`src/rtl/cp0_unit.sv`:
```
// cp0_unit: System Control Coprocessor (Status, Cause, EPC, Count, Compare, BadVAddr)
// at pipeline WB. Commits MTC0, serves MFC0 reads, takes exceptions/interrupts/ERET
// and drives the pipeline flush/redirect.
// Ports:
//   clk, rst                    clock, synchronous active-high reset
//   ext_int[NUM_HW_INT]         level interrupt lines (registered once before IP)
//   wb_valid/exception/exccode/bd/pc/badvaddr/eret/mtc0/cp0_addr/wdata
//                               WB-stage instruction information
//   rdata                       MFC0 read data (combinational, pre-edge values)
//   flush, flush_pc             pipeline flush and redirect target
//   int_pending                 an enabled interrupt is pending
module cp0_unit #(
    parameter int          NUM_HW_INT = 6,
    parameter int          TIMER_IP   = 7,
    parameter int          COUNT_DIV  = 2,
    parameter logic [31:0] EXC_VECTOR = 32'hBFC0_0380,
    parameter int          ADDR_W     = 8
) (
    input  logic                  clk,
    input  logic                  rst,
    input  logic [NUM_HW_INT-1:0] ext_int,
    input  logic                  wb_valid,
    input  logic                  wb_exception,
    input  logic [4:0]            wb_exccode,
    input  logic                  wb_bd,
    input  logic [31:0]           wb_pc,
    input  logic [31:0]           wb_badvaddr,
    input  logic                  wb_eret,
    input  logic                  wb_mtc0,
    input  logic [ADDR_W-1:0]     wb_cp0_addr,
    input  logic [31:0]           wb_wdata,
    output logic [31:0]           rdata,
    output logic                  flush,
    output logic [31:0]           flush_pc,
    output logic                  int_pending
);

    localparam logic [ADDR_W-1:0] A_BADV   = ADDR_W'(8'h40);
    localparam logic [ADDR_W-1:0] A_COUNT  = ADDR_W'(8'h48);
    localparam logic [ADDR_W-1:0] A_CMP    = ADDR_W'(8'h58);
    localparam logic [ADDR_W-1:0] A_STATUS = ADDR_W'(8'h60);
    localparam logic [ADDR_W-1:0] A_CAUSE  = ADDR_W'(8'h68);
    localparam logic [ADDR_W-1:0] A_EPC    = ADDR_W'(8'h70);

    localparam int PW = (COUNT_DIV > 1) ? $clog2(COUNT_DIV) : 1;
    localparam logic [PW-1:0] PRESC_LAST = PW'(COUNT_DIV - 1);

    logic [NUM_HW_INT-1:0] r_ext_sync;
    logic                  r_ie;
    logic                  r_exl;
    logic [7:0]            r_im;
    logic [1:0]            r_ip_sw;
    logic                  r_bd;
    logic                  r_ti;
    logic [4:0]            r_exccode;
    logic [31:0]           r_epc;
    logic [31:0]           r_count;
    logic [31:0]           r_compare;
    logic [31:0]           r_badvaddr;
    logic [PW-1:0]         r_presc;

    logic [7:0]  w_ip;
    logic        w_int_pending;
    logic        w_take_int;
    logic        w_take_exc;
    logic        w_take_eret;
    logic        w_take_mtc0;
    logic        w_trap;
    logic        w_wr_count;
    logic        w_wr_cmp;
    logic        w_presc_wrap;
    logic        w_tick;
    logic [31:0] w_count_inc;

    // Hardware IP bits come from the synchronised lines; the timer shares one of them.
    always_comb begin
        w_ip = {6'b0, r_ip_sw};
        for (int k = 0; k < NUM_HW_INT; k++) begin
            w_ip[2+k] = r_ext_sync[k];
        end
        w_ip[TIMER_IP] = w_ip[TIMER_IP] | r_ti;
    end

    assign w_int_pending = (|(w_ip & r_im)) & r_ie & ~r_exl;

    // One event per cycle, strict priority: interrupt, exception, ERET, MTC0.
    assign w_take_int  = wb_valid & w_int_pending;
    assign w_take_exc  = wb_valid & ~w_int_pending & wb_exception;
    assign w_take_eret = wb_valid & ~w_int_pending & ~wb_exception & wb_eret;
    assign w_take_mtc0 = wb_valid & ~w_int_pending & ~wb_exception & ~wb_eret
                       & wb_mtc0;
    assign w_trap      = w_take_int | w_take_exc;

    assign w_wr_count   = w_take_mtc0 & (wb_cp0_addr == A_COUNT);
    assign w_wr_cmp     = w_take_mtc0 & (wb_cp0_addr == A_CMP);
    assign w_presc_wrap = (r_presc == PRESC_LAST);
    assign w_count_inc  = r_count + 32'd1;
    // A Count write suppresses the increment, and with it any timer match.
    assign w_tick       = w_presc_wrap & ~w_wr_count;

    always_ff @(posedge clk) begin
        if (rst) begin
            r_ext_sync <= '0;
            r_ie       <= 1'b0;
            r_exl      <= 1'b0;
            r_im       <= 8'h00;
            r_ip_sw    <= 2'b00;
            r_bd       <= 1'b0;
            r_ti       <= 1'b0;
            r_exccode  <= 5'd0;
            r_epc      <= 32'd0;
            r_count    <= 32'd0;
            r_compare  <= 32'd0;
            r_badvaddr <= 32'd0;
            r_presc    <= '0;
        end else begin
            r_ext_sync <= ext_int;

            if (w_wr_count) begin
                r_count <= wb_wdata;
                r_presc <= '0;
            end else begin
                r_presc <= w_presc_wrap ? '0 : r_presc + PW'(1);
                if (w_presc_wrap) r_count <= w_count_inc;
            end

            if (w_wr_cmp) begin
                r_compare <= wb_wdata;
                r_ti      <= 1'b0;
            end else if (w_tick && (w_count_inc == r_compare)) begin
                r_ti <= 1'b1;
            end

            if (w_trap) begin
                // A nested trap keeps the original return point.
                if (!r_exl) begin
                    r_epc <= wb_bd ? wb_pc - 32'd4 : wb_pc;
                    r_bd  <= wb_bd;
                end
                r_exl     <= 1'b1;
                r_exccode <= w_take_int ? 5'd0 : wb_exccode;
                if (w_take_exc && (wb_exccode == 5'd4 || wb_exccode == 5'd5))
                    r_badvaddr <= wb_badvaddr;
            end else if (w_take_eret) begin
                r_exl <= 1'b0;
            end else if (w_take_mtc0) begin
                if (wb_cp0_addr == A_STATUS) begin
                    r_ie  <= wb_wdata[0];
                    r_exl <= wb_wdata[1];
                    r_im  <= wb_wdata[15:8];
                end
                if (wb_cp0_addr == A_CAUSE) r_ip_sw <= wb_wdata[9:8];
                if (wb_cp0_addr == A_EPC)   r_epc   <= wb_wdata;
            end
        end
    end

    always_comb begin
        rdata = 32'd0;
        case (wb_cp0_addr)
            A_BADV:   rdata = r_badvaddr;
            A_COUNT:  rdata = r_count;
            A_CMP:    rdata = r_compare;
            A_STATUS: rdata = {9'b0, 1'b1, 6'b0, r_im, 6'b0, r_exl, r_ie};
            A_CAUSE:  rdata = {r_bd, r_ti, 14'b0, w_ip, 1'b0, r_exccode, 2'b0};
            A_EPC:    rdata = r_epc;
            default:  rdata = 32'd0;
        endcase
    end

    assign flush       = w_trap | w_take_eret;
    assign flush_pc    = w_take_eret ? r_epc : EXC_VECTOR;
    assign int_pending = w_int_pending;

endmodule

```
`config.mk`:
```
export PLATFORM = sky130hd
export DESIGN_NAME = cp0_unit
export DESIGN_NICKNAME = d
export VERILOG_FILES = /design/src/rtl/cp0_unit.sv
export SDC_FILE = /design/constraint.sdc
export NUM_CORES = 1
export LEC_CHECK = 0
export BUFFER_PORTS_ARGS = -buffer_cell sky130_fd_sc_hd__buf_2
export CAP_MARGIN = 30
export CORE_MARGIN = 5
export CORE_UTILIZATION = 45
export CTS_CLUSTER_SIZE = 30
export DETAILED_ROUTE_END_ITERATION = 7
export GPL_TIMING_DRIVEN = 0
export PLACE_DENSITY_LB_ADDON = 0.1
export SLEW_MARGIN = 20
export SYNTH_ARGS = -nofsm -noshare
export SYNTH_HDL_FRONTEND = slang
export SYNTH_SLANG_ARGS = --single-unit
```
`constraint.sdc`:
```
create_clock -name clk -period 3.1 [get_ports clk]
set_clock_uncertainty 0.05 [all_clocks]
set_input_delay 0.155 -clock clk [delete_from_list [all_inputs] [get_ports clk]]
set_output_delay 0.155 -clock clk [all_outputs]
set_load 0.01 [all_outputs]
```
== After elaboration in Yosys (flattened, before gate mapping) ==
Index checks and enable logic that the tools add are counted.
Storage, ports and cells
  register bits: 154
  output and inout port bits: 66
  input port bits: 122
  word-level logic and storage cells: 82
Operators by class
  reduce and logical (&&, ||, !) cells: 17
  bitwise gates (word level): 23
  equal/unequal tests: 11
  add/sub/neg operators: 3
  mux-type cells: 15
Operators by type and width (count)
  $mux 32: 9
  $pmux 32 s6: 1
  $eq 8x7->1 const B: 6
  $add 32x1->32 const B: 1
  $eq 32x32->1: 1
  $sub 32x3->32 const B: 1
  $and 1x1->1: 12
  $reduce_and 4->1: 3
  $eq 5x3->1 const B: 2
  $and 8x8->8: 1
  $reduce_or 8->1: 1
  $not 1->1: 7
  $reduce_and 2->1: 3
  $reduce_bool 2->1: 3
  $reduce_bool 3->1: 2
  $mux 5: 1
  $mux 1: 4
  $or 1x1->1: 3
  $reduce_or 3->1: 1
  $logic_and 1x1->1: 2
  $ne 2x1->1 const B: 1
  $ne 2x2->1 const B: 1
  $reduce_or 2->1: 1
  $add 1x1->1 const B: 1
  $logic_or 1x1->1: 1

== Longest topological paths before layout ==
Gate-level depths: netlist of the first run.
  word-level depth: 14
  gate-level depth with buffers: 10
  mapped depth without buffers: 9

== Worst setup path after synthesis of the first run ==
OpenSTA, ideal clock, no wires.
  path kind: register -> register
  from: register r_count[1]
  to: register r_ti
  cell stages (with the launch flop): 10
  setup time: 0.060 ns
  slack: 0.685 ns
  buffers on the path: 1
  required time: 2.990 ns
  arrival: 2.306 ns
  cells stage by stage: dfxtp_1 ha_1 nand3_1 nor4_2 clkbuf_1 xnor2_1 nand2_1 a2111oi_0 nand4_1 nand2_1
On the way
  cells in the longest elaborated chain, start to end: 3
RTL lines
  start, declared: line 57  | logic [31:0] r_count;
  start signal, assigned: line 120  | r_count <= wb_wdata;
  start signal, assigned: line 124  | if (w_presc_wrap) r_count <= w_count_inc;
  $add 32x1->32: line 97  | assign w_count_inc = r_count + 32'd1;
  $eq 32x32->1: line 130  | end else if (w_tick && (w_count_inc == r_compare)) begin
  $logic_and 1x1->1: line 130
  end signal, assigned: line 109  | r_ti <= 1'b0;
  end signal, assigned: line 129  | r_ti <= 1'b0;
  end signal, assigned: line 131  | r_ti <= 1'b1;
  end, declared: line 54  | logic r_ti;
No other way between the ends.
A chain may end at the register's enable or synchronous reset.

== Final worst setup path of the first run ==
  from: register r_ext_sync[1]
  to: output flush_pc[13]
On the way
  cells in the longest elaborated chain, start to end: 9
RTL lines
  start, declared: line 48  | logic [NUM_HW_INT-1:0] r_ext_sync;
  start signal, assigned: line 117  | r_ext_sync <= ext_int;
  $and 8x8->8: line 84  | assign w_int_pending = (|(w_ip & r_im)) & r_ie & ~r_exl;
  $reduce_or 8->1: line 84
  $and 1x1->1 (2 in series): line 84
  $not 1->1: line 89  | assign w_take_eret = wb_valid & ~w_int_pending & ~wb_exception & wb_eret;
  $and 1x1->1 (3 in series): line 89
  $mux 32: line 172  | assign flush_pc = w_take_eret ? r_epc : EXC_VECTOR;
  end, declared: line 34  | output logic [31:0] flush_pc,
No other way between the ends.

==> results of run 1 <==
==> repair_timing <==
action                                 4_1_cts  5_1_grt
hold buffers                                67        0
pin swaps                                    0        0
gates resized for setup                      2        8
endpoints found under the hold margin       69        0
setup endpoints to repair                    2       68
==> cell usage in the layout (no fill, tap or decap), types with 5 or more instances in the layout <==
| cell | n |
|---|---|
| nand2_1 | 227 |
| buf_2 | 205 |
| dfxtp_1 | 154 |
| a21oi_1 | 98 |
| nor2_1 | 71 |
| clkbuf_1 | 70 |
| a22oi_1 | 69 |
| dlygate4sd3_1 | 67 |
| nand3_1 | 51 |
| xnor2_1 | 46 |
| xor2_1 | 45 |
| a211oi_1 | 35 |
| and2_1 | 22 |
| nor3_1 | 19 |
| o21ai_0 | 19 |
| nand2b_1 | 18 |
| nand4_1 | 18 |
| clkbuf_16 | 17 |
| o211ai_1 | 16 |
| inv_1 | 11 |
| and3_1 | 11 |
| a222oi_1 | 10 |
| mux2i_1 | 10 |
| nor4_1 | 7 |
| nor2b_1 | 7 |
| or3_1 | 7 |
| nor4_4 | 7 |
| a31oi_1 | 6 |
| nand3b_1 | 5 |
| a311oi_1 | 5 |
| and4_1 | 5 |
==> state kept, by name (all words and copies together) (netlist names), 2 cells and up <==
register	flops
r_ip_sw	2
r_epc	32
r_im	8
r_exccode	5
r_compare	32
r_count	32
r_ext_sync	6
r_badvaddr	32
==> stage by stage <==
stage / instances / hold slack [ns] / area [µm²]
2_1_floorplan: 1172 / 0.233 / 9060
3_3_place_gp: 1629 / 0.334 / 10300
3_5_place_dp: 1629 / 0.355 / 10300
4_1_cts: 1728 / 0.000455 / 11600
5_1_grt: 1728 / 0.00860 / 11600
6_report: 1728 / 0.0105 / 11600
==> where the power goes <==
part / leakage, nW / total (mW) / internal (mW) / switching (mW)
combinational: 2.96 / 0.490 / 0.206 / 0.284
clock: 0.279 / 2.08 / 1.19 / 0.888
sequential: 1.25 / 2.06 / 2.02 / 0.0437
total: 4.49 / 4.63 / 3.42 / 1.21
==> metal layers <==
metal	global-route usage	vias up	wire length (µm)
li1	-	4760	-
met1	0.422	4817	15600
met2	0.478	566	16500
met3	0.0594	70	3490
met4	0.0938	0	1000
met5	0	-	0
==> kinds of logic after synthesis <==
kind of cell | count (synthesis)
adders and majority gates | 2
AOI/OAI and AO/OA | 299
DFF | 154
and+or+nand+nor | 510
muxes | 10
buffers and inverters | 106
xor gates and xnor gates | 91
==> synthesized netlist by cell type, types with 3 or more instances <==
| cell | n |
|---|---|
| o211ai_1 | 16 |
| nor3_1 | 19 |
| and2_1 | 22 |
| or3_1 | 7 |
| a21oi_1 | 98 |
| nand2_1 | 227 |
| nand3_1 | 52 |
| and3_1 | 11 |
| clkbuf_1 | 71 |
| a31o_2 | 4 |
| a211oi_1 | 35 |
| nor4_1 | 7 |
| mux2i_1 | 10 |
| o21a_1 | 3 |
| or4_1 | 5 |
| nand2b_1 | 18 |
| a22oi_1 | 69 |
| a311oi_1 | 5 |
| nor2b_1 | 7 |
| buf_2 | 18 |
| and4_1 | 5 |
| xnor2_1 | 46 |
| o32ai_1 | 3 |
| dfxtp_1 | 154 |
| nor2_1 | 71 |
| nor4_4 | 6 |
| a222oi_1 | 10 |
| xor2_1 | 45 |
| o21ai_0 | 19 |
| a31oi_1 | 6 |
| o2111ai_1 | 4 |
| nand3b_1 | 5 |
| nor4_2 | 5 |
| o22ai_1 | 3 |
| inv_1 | 11 |
| buf_1 | 3 |
| nand4_1 | 18 |
==> layout make-up <==
| type | instances | share of cell area |
|---|---|---|
| Clock inverter | 13 | 0.0125 |
| Buffer | 95 | 0.0337 |
| Tap cell | 270 | 0.0291 |
| Clock buffer | 19 | 0.0373 |
| Multi-Input combinational cell | 912 | 0.480 |
| Timing Repair Buffer | 254 | 0.138 |
| Sequential cell | 154 | 0.265 |
| Inverter | 11 | 0.00355 |
==> worst max path at each step <==
stage                        endpoint                startpoint  slack, ns  depth (start not counted)
finish                   flush_pc[13]  r_ext_sync[1]$_SDFF_PP0_       0.19                          6
global route        r_ti$_SDFFE_PP0P_   r_count[1]$_SDFFE_PP0P_       0.03                          9
CTS                 r_ti$_SDFFE_PP0P_   r_count[1]$_SDFFE_PP0P_       0.08                          9
detailed placement  r_ti$_SDFFE_PP0P_   r_count[1]$_SDFFE_PP0P_      -0.01                          9
global placement    r_ti$_SDFFE_PP0P_   r_count[1]$_SDFFE_PP0P_      -0.05                          9
floorplan           r_ti$_SDFFE_PP0P_   r_count[1]$_SDFFE_PP0P_       0.68                          9
==> worst register-to-register path, delay by kind of cell, from the launching register on <==
family	cells	cell delay, ns
AND/OR/NAND/NOR	5	1.14
flip-flops	1	0.50
adder cells (fa/ha/maj)	1	0.34
buffers and inverters	1	0.32
AO/OA/AOI/OAI	1	0.29
XOR/XNOR	1	0.19
==> impl_metrics.toml, run 1 <==
[die]
core_region_area_um2 = 20000
die_area_um2 = 23100
initial_core_util = 0.452
fp-row-count = 52
chipWidth_um = 152
die_height_um = 152
num_io_pins = 188

[critical_path]
crit_required_ns = 2.89
critPathArrivalTime_ns = 2.70
worstReg2RegStart = "r_count[1]$_SDFFE_PP0P_"
crit_family = "compound AO/OA/AOI/OAI gates"
end_kind = "primary output"
rrSetupSlack_ns = 0.21
criticalPathCategory = "reg -> out"
crit_chain = "a222oi_1 > a21oi_1 > and4bb_2 > clkbuf_1 > and2_1 > buf_2"
r2r_end = "r_ti$_SDFFE_PP0P_"
reg2regPathDepth = 9
critical_path.max_stage_delay_ns = 0.52
crit_buf_inv = 2
cp_max_fo = 10
cpMaxStageDelayCell = "a222oi_1"
setup.worst_path.start_class = "flop"

[timing]
slew_viol_final = 0
rsz0062_at_grt = "no"
finalCritPeriodShare = 0.938
fin_crit_ns = 2.91
setup_viol = 0
hold_violations = 0
fmax_mhz = 344
fin_ws_ns = 0.191
tightest_slew_ns = 0.819
slew_headroom = 0.454
tns_ns = 0

[routing]
ant_nets = 0
drt-initial-drc-count = 871
first_pass_iters = 5
vias_per_cell = 5.91
wire_per_inst_um = 21.2
drc_errors = 0
routed_wl_um = 36700
vias = 10200

[yosys]
synthArstFlopShare = 0
synth_top_area_frac = 0.340
syn-num-nets = 1296
synth_top_family_by_area = "simple AND/OR/NAND/NOR gates"
synth.mux.area_fraction = 0.0110
ys_seq_elements = 154
syn-cell-area_um2 = 9060
ys_types = 76
synthAdderAreaFrac = 0.00276
synth_flop_cell = "dfxtp_1"
synth_xor_area_frac = 0.0879
synth-compound-area-share = 0.223
synth_edf_count = 0
yosys_warnings = 0
syn-instance-count = 1172
synth.avg_cell_area_um2 = 7.73
synth-simple-area-share = 0.288
synth_area_leaders = "dfxtp_1, nand2_1, a22oi_1"
synth_top_area_cell = "dfxtp_1"
ys_seq_area_frac = 0.340

[layout]
seq_area_um2 = 3080
final_util = 0.580
area_delta_synth_final_pct = 28.1
nNetsFinal = 1569
nFillCells = 1942
diodes = 0
drive_gt1_frac = 0.191
multi_input_area_um2 = 5580

[hold_path]
worstHoldStart = "wb_wdata[1]"
hp-class = "in -> reg"
holdPathEnd = "r_compare[1]$_SDFFE_PP0P_"
whs_path_depth = 3

[clock_network]
clk_pin_slew_ns = 0.07
cts_tree = "done"
postCtsSetupBuffers = 0
cts_buffer_depth = 2
htree_levels = 4
ctsRootBufferMaster = "clkbuf_16"
clk_latency_ns = 0.43
cts_sinks = 154
cts_buffers = 17

[global_route]
first_global_vias = 9516
grt_overflow = 0
grt_pass1_wl_um = 55500
gr-usage-all-layers = 0.304
antenna_found_initial = 0
grt_max_degree = 17

[placed_design]
post-dp-hpwl_um = 28700
portBuffers = 187
place_ws_ns = -0.0140
gp_congestion = 1.00

[job]
cap_viol_max_count = 0

[power]
p_leak_nw = 4.49
total_power_mw = 4.63
powerDensity_nw_per_um2 = 399
max-vdd-ir-drop_v = 0.000341

[outcome]
outcome = "completed"
Note: power is estimated with default switching activity, not from simulation.
==> run 2: changes to the inputs <==
--- a/config.mk
+++ b/config.mk
@@ -7,11 +7,13 @@
 export LEC_CHECK = 0
 export BUFFER_PORTS_ARGS = -buffer_cell sky130_fd_sc_hd__buf_2
 export CAP_MARGIN = 30
+export CORE_ASPECT_RATIO = 1.75
 export CORE_MARGIN = 5
 export CORE_UTILIZATION = 45
 export CTS_CLUSTER_SIZE = 30
 export DETAILED_ROUTE_END_ITERATION = 7
 export GPL_TIMING_DRIVEN = 0
+export MAX_ROUTING_LAYER = met4
 export PLACE_DENSITY_LB_ADDON = 0.1
 export SLEW_MARGIN = 20
 export SYNTH_ARGS = -nofsm -noshare
==> impl_metrics.toml, run 2 (same netlist as run 1, synthesis figures left out) <==
[outcome]
outcome = "finished with violations"
violations = "design-rule violations, negative hold slack"

[power]
total_power_mw = 4.76
netSwitchingPower_mw = 1.24
p_seq_frac = 0.435
switching_share = 0.260
comb_power_share = 0.104
intPower_mw = 3.53
clkPwrFrac = 0.461
p_leak_nw = 4.47
powerDensity_nw_per_um2 = 412
max-vdd-ir-drop_v = 0.000382

[placed_design]
post-dp-hpwl_um = 32300
portBuffers = 187
gp_congestion = 0.993

[layout]
diodes = 0
multi_input_area_um2 = 5580
drive_gt1_frac = 0.190
layout_commonest_cell = "nand2_1"
area_delta_synth_final_pct = 27.4
final_util = 0.583
seq_area_um2 = 3080
nNetsFinal = 1563
mostFrequentLayoutCells = "nand2_1, buf_2, dfxtp_1"
nFillCells = 1918

[critical_path]
crit_family = "simple AND/OR/NAND/NOR gates"
crit_required_ns = 2.89
setup.worst_path.start_class = "flop"
crit_buf_inv = 2
crit_chain = "o21ai_0 > and3_1 > a21oi_1 > and4bb_2 > clkbuf_1 > nand2b_1 > buf_2"
cp_max_fo = 10
critical_path.max_stage_delay_ns = 0.46
critPathArrivalTime_ns = 2.74
rrSetupSlack_ns = 0.22
end_kind = "primary output"
criticalPathCategory = "reg -> out"
cpMaxStageDelayCell = "and4bb_2"

[die]
die_height_um = 198
chipWidth_um = 117
die_area_um2 = 23200
core_region_area_um2 = 19800
fp-row-count = 68
num_io_pins = 188
initial_core_util = 0.457

[clock_network]
clk_pin_slew_ns = 0.07
postCtsSetupBuffers = 0
clk_latency_ns = 0.45
cts_tree = "done"
cts_buffer_depth = 2
ctsRootBufferMaster = "clkbuf_16"
htree_levels = 4
cts_buffers = 17
cts_sinks = 154

[timing]
setup_viol = 0
fin_crit_ns = 2.94
slew_headroom = 0.456
slew_viol_final = 0
hold_violations = 4
hold_slack_ns = -0.0102
finalCritPeriodShare = 0.950
tightest_slew_ns = 0.813
tns_ns = 0
fmax_mhz = 340
rsz0062_at_grt = "no"

[hold_path]
hp-class = "in -> reg"

[global_route]
gr-usage-all-layers = 0.358
first_global_vias = 9950
grt_max_degree = 17
grt_overflow = 0
antenna_found_initial = 0
grt_pass1_wl_um = 59300

[routing]
routed_wl_um = 41000
ant_nets = 0
first_pass_iters = 8
drt-initial-drc-count = 994
wire_per_inst_um = 24.1
vias = 10300
drc_errors = 4
vias_per_cell = 6.06

[job]
cap_viol_max_count = 0
[run 2: repair_timing]
action | in CTS | in global routing
hold buffers | 59 | 2
setup endpoints to repair | 1 | 40
endpoints found under the hold margin | 59 | 2
gates resized for setup | 1 | 6
pin swaps | 0 | 0
[run 2: metal layers]
layer  vias to the layer above  wire length (µm)  GRT usage
met1                      4846             14700      0.378
li1                       4753                 -          -
met3                       156              2160     0.0465
met2                       529             19800      0.585
met4                         0              4340      0.287
met5                         -                 0          -
[run 2: power by group through the flow]
stage          logic, mW  clock network (mW)  registers [mW]
3_3_place_gp       0.422                   0            2.11
4_1_cts            0.482                2.19            2.07
5_1_grt            0.525                2.29            2.07
2_1_floorplan      0.192                   0            2.08
6_report           0.493                2.20            2.07
3_5_place_dp       0.424                   0            2.11
[run 2: cell type report]
class	instances	share of cell area
Multi-Input combinational cell	912	0.483
Tap cell	245	0.0265
Clock inverter	11	0.0126
Buffer	95	0.0337
Timing Repair Buffer	248	0.134
Clock buffer	21	0.0399
Sequential cell	154	0.267
Inverter	11	0.00357
[run 2: through the flow]
stage	hold slack (ns)	cells	area (µm²)	setup WS, ns
after floorplan	0.233	1172	9060	0.685
after global placement	0.339	1604	10300	-0.0897
after detailed placement	0.333	1604	10300	-0.101
after CTS	0.000000777	1695	11500	0.0348
after global routing	0.00256	1697	11500	0.0178
final	-0.0102	1697	11500	0.156
[run 2: worst reg2reg max path, delay by kind of cell, from the launching register on]
kind                   cells  cell delay [ns]
and+or+nand+nor            6             1.76
AOI/OAI and AO/OA          1             0.18
buffers and inverters      2             0.49
DFF                        1             0.35
[run 2: final timing paths]
path                            depth (start not counted)                          end                         from
worst min-delay path                                    3  r_badvaddr[27]$_SDFFE_PP0P_              wb_badvaddr[27]
worst max-delay path                                    7                        flush            r_ti$_SDFFE_PP0P_
worst min register to register                          2  r_badvaddr[10]$_SDFFE_PP0P_  r_badvaddr[10]$_SDFFE_PP0P_
worst max register to register                          9            r_ti$_SDFFE_PP0P_      r_count[0]$_SDFFE_PP0P_
